[src/rtl/im_access_arbiter.sv]
// im_access_arbiter: shares single-port instruction memory between fetch and loader
// Loader has priority; a saturating starve counter forces a fetch grant after STARVE_LIMIT loader wins.
module im_access_arbiter #(
   parameter int AW           = 8,
   parameter int DW           = 32,
   parameter int STARVE_LIMIT = 4
) (
   input  logic          clk,
   input  logic          reset,
   input  logic          f_req,
   input  logic [AW-1:0] f_addr,
   output logic          f_ack,
   output logic [DW-1:0] f_rdata,
   input  logic          l_req,
   input  logic          l_we,
   input  logic [AW-1:0] l_addr,
   input  logic [DW-1:0] l_wdata,
   output logic          l_ack,
   output logic [DW-1:0] l_rdata,
   output logic [AW-1:0] mem_addr,
   output logic          mem_we,
   output logic [DW-1:0] mem_wdata,
   input  logic [DW-1:0] mem_rdata,
   output logic          busy
);
   localparam int CW = STARVE_LIMIT < 1 ? 1 : $clog2(STARVE_LIMIT + 1);
   localparam logic [CW-1:0] LIM = CW'(STARVE_LIMIT);
   typedef enum logic [1:0] {IDLE, ACCESS, RESP} state_t;
   state_t r_state, w_next;
   logic [CW-1:0] r_cnt;
   logic [AW-1:0] r_addr;
   logic [DW-1:0] r_wdata, r_rdata;
   logic r_we, r_owner;
   logic w_any, w_fwin;
   assign w_any  = f_req | l_req;
   // with STARVE_LIMIT = 0 the counter never reaches a forcing value
   assign w_fwin = f_req & (~l_req | ((STARVE_LIMIT != 0) && (r_cnt == LIM)));
   always_ff @(posedge clk)
      if (reset) r_state <= IDLE;
      else r_state <= w_next;
   always_comb
      w_next = r_state == IDLE ? (w_any ? ACCESS : IDLE) : r_state == ACCESS ? RESP : IDLE;
   always_comb begin
      mem_we = (r_state == ACCESS) & r_we;
      f_ack  = (r_state == RESP) & ~r_owner;
      l_ack  = (r_state == RESP) & r_owner;
      busy   = r_state != IDLE;
   end
   always_ff @(posedge clk)
      if (reset) begin
         r_cnt   <= '0;
         r_addr  <= '0;
         r_wdata <= '0;
         r_rdata <= '0;
         r_we    <= 1'b0;
         r_owner <= 1'b0;
      end else begin
         if (r_state == IDLE && w_any) begin
            r_owner <= ~w_fwin;
            r_addr  <= w_fwin ? f_addr : l_addr;
            r_we    <= ~w_fwin & l_we;
            r_wdata <= w_fwin ? '0 : l_wdata;
            r_cnt   <= (f_req & l_req & ~w_fwin) ? (r_cnt == LIM ? r_cnt : r_cnt + 1'b1) : '0;
         end
         if (r_state == ACCESS) r_rdata <= r_we ? '0 : mem_rdata;
      end
   assign mem_addr  = r_addr;
   assign mem_wdata = r_wdata;
   assign f_rdata   = r_rdata;
   assign l_rdata   = r_rdata;
endmodule

[config.mk]
export PLATFORM = sky130hd
export DESIGN_NAME = im_access_arbiter
export DESIGN_NICKNAME = d
export VERILOG_FILES = /design/src/rtl/im_access_arbiter.sv
export SDC_FILE = /design/constraint.sdc
export NUM_CORES = 1
export LEC_CHECK = 0
export BUFFER_PORTS_ARGS = -buffer_cell sky130_fd_sc_hd__buf_2
export CAP_MARGIN = 5
export CORE_MARGIN = 1
export CORE_UTILIZATION = 47
export CTS_CLUSTER_DIAMETER = 30
export DETAILED_ROUTE_END_ITERATION = 8
export PLACE_DENSITY = 0.88
export SLEW_MARGIN = 5
export SYNTH_ARGS = -nofsm -noshare
export SYNTH_HDL_FRONTEND = slang
export SYNTH_SLANG_ARGS = --single-unit
[constraint.sdc]
create_clock -name clk -period 3.02 [get_ports clk]
set_input_delay 0.604 -clock clk [delete_from_list [all_inputs] [get_ports clk]]
set_output_delay 0.604 -clock clk [all_outputs]
set_load 0.05 [all_outputs]
==> results.cfg <==
[sta]
min_period_over_period = 0.807
post-route-min-period_ns = 2.44
setup_viol = 0
fmax_mhz = 410
finalClockSkew_ns = 0.00844
rsz0062_at_grt = no
tightestPinTransition_ns = 0.715
tns_ns = 0
hold_viol_final = 0
slew_headroom = 0.522
finalMaxSlewViolations = 0
setup_slack_ns = 0.584

[clock_tree]
cts_resized = 0
cts_tree = done
root_buffer = clkbuf_8
cts.path.max_buffers = 2
worstSkewPairLatency_ns = 0.34
cts_hold_buf = 0
cts_made_buffers = 9
path_clk_slew_ns = 0.08
clock_sinks = 79
postCtsSetupBuffers = 0
htreeDepth = 3

[floorplanning]
coreArea_sq_mm = 0.00683
start_util = 0.487
rows = 30
die_y_um = 86.1
dieWidth_um = 86.1
dieArea_sq_mm = 0.00741
ios = 193

[drt]
drt_pass1_iterations = 4
via_per_inst = 5.37
drt_iter0_drc = 130
vias = 3146
ant_nets = 0
wl_per_cell_um = 14.3
totalWireLength_um = 8410
drc_errors = 0

[synth]
synth_edf_count = 0
synthTopCellsByCount = dfxtp_1, a21oi_1, o21ai_1, nand3_1, buf_4
synth_area_per_cell_sq_um = 9.75
yosys.area.top_type_share = 0.476
synth.area.top_cells = dfxtp_1, a22o_1, buf_4, a21oi_1, o21ai_1
syn_inst = 341
synth_area_leader_cell = dfxtp_1
yosysSeqAreaShare = 0.476
syn_area_sq_mm = 0.00332
async_reset_ff_frac = 0
ys_ff_latch = 79
synth_fp_nets = 428
yosysMostFrequentCell = dfxtp_1
yosys.cell_types.count = 37
ys_warn_count = 0
ys.flop_type = dfxtp_1

[grt]
overflow = 0
grt_antenna_before_repair = 0
grt_pass1_wl_um = 12900
grt_max_degree = 56
grt_use_total = 0.219
grt_pass1_vias = 2841

[placement]
dpl.hpwl_um = 5790
portBuffers = 192
preCtsSetupSlack_ns = 0.970
placed_cells = 570
gp_congestion = 0.776
dpl_cell_area_sq_mm = 0.00401

[worst_setup_path]
ff2ff_path_depth = 4
crit_fanout = 55
end_kind = output pin
arrival_ns = 1.83
start_kind = flip-flop
crit_required_ns = 2.42
crit_type = flip-flop to output pin

[power_and_ir_drop]
p_leak_nw = 2.04
irDropWorstVdd_mv = 0.350
powerDensity_mw_per_mm2 = 656

[finish]
finalNetCount = 572
n_fill_cell = 591
stdcell_area_sq_mm = 0.00425
area_growth_pct = 27.7
fin_cells = 586
drive_gt1_frac = 0.459
regArea_sq_mm = 0.00158
antennaDiodeCount = 0
multi_input_area_sq_mm = 0.00129

[hold_path]
hold_depth = 2
min-delay-path-class = primary input to flip-flop

[run_status]
status = finished, final reports clean

[run]
cap_viol_max_count = 0
[through the flow]
| stage | power (mW) | hold WS [ns] | util |
|---|---|---|---|
| after floorplan | 1.75 | 0.468 | - |
| after global placement | 1.87 | 0.462 | 0.587 |
| after detailed placement | 1.88 | 0.470 | 0.587 |
| after CTS | 2.80 | 0.452 | 0.621 |
| after global routing | 2.89 | 0.460 | 0.621 |
| final | 2.78 | 0.466 | 0.621 |
[metal layers]
metal | routed length [um] | GRT usage
met1 | 3520 | 0.252
met2 | 4240 | 0.392
met3 | 499 | 0.0443
met4 | 145 | 0.0970
met5 | 0 | 0
[worst paths after layout]
kind	start	to	slack, ns
max	r_state[0]	busy	0.58
max reg2reg	r_state[0]	mem_addr[0]	1.15
min reg2reg	mem_wdata[9]	mem_wdata[9]	0.48
min	mem_rdata[29]	f_rdata[29]	0.47
[where the power goes]
part           total, mW  internal [mW]  switching [mW]
Combinational      0.702          0.178           0.524
Sequential          1.16           1.11          0.0438
Clock              0.925          0.551           0.374
Total               2.78           1.84           0.942
[flip-flops by register name (all words and copies together) (netlist names)]
name,cells
r_cnt,3
mem_wdata,32
r_owner,1
r_state,2
f_rdata,32
r_we,1
mem_addr,8
[cell families after synthesis]
| family | count (synthesis) | synth area share |
|---|---|---|
| DFF | 79 | 0.476 |
| and+or+nand+nor | 68 | 0.134 |
| adders and majority gates | 2 | 0.00753 |
| AOI/OAI and AO/OA | 124 | 0.245 |
| buffers and inverters | 68 | 0.138 |
[critical path, cell delays in order, from the launching register on]
cell     delay, ns
dfxtp_1       0.38
nor2_2        0.43
inv_4         0.34
buf_2         0.32
[cell usage in the layout (no fill, tap or decap), types with 2 or more instances in the layout]
cell type / instances
a21oi_1: 44
buf_2: 192
a22o_1: 32
clkbuf_1: 2
nand3_1: 34
a2111oi_1: 5
nor2_1: 2
nor4_1: 7
nor4b_1: 7
inv_1: 3
bufinv_16: 3
buf_4: 5
dfxtp_1: 79
ha_1: 2
clkbuf_8: 9
a2111oi_2: 3
nand4_1: 3
o21ai_1: 37
[layout make-up]
class	instances	area share
inverters	4	0.00413
flip-flops and latches	79	0.373
clock buffers	11	0.0309
repair buffers	197	0.235
clock inverters	5	0.0251
multi-input cells	194	0.304
well taps	96	0.0283
(Power assumes the default switching activity.)
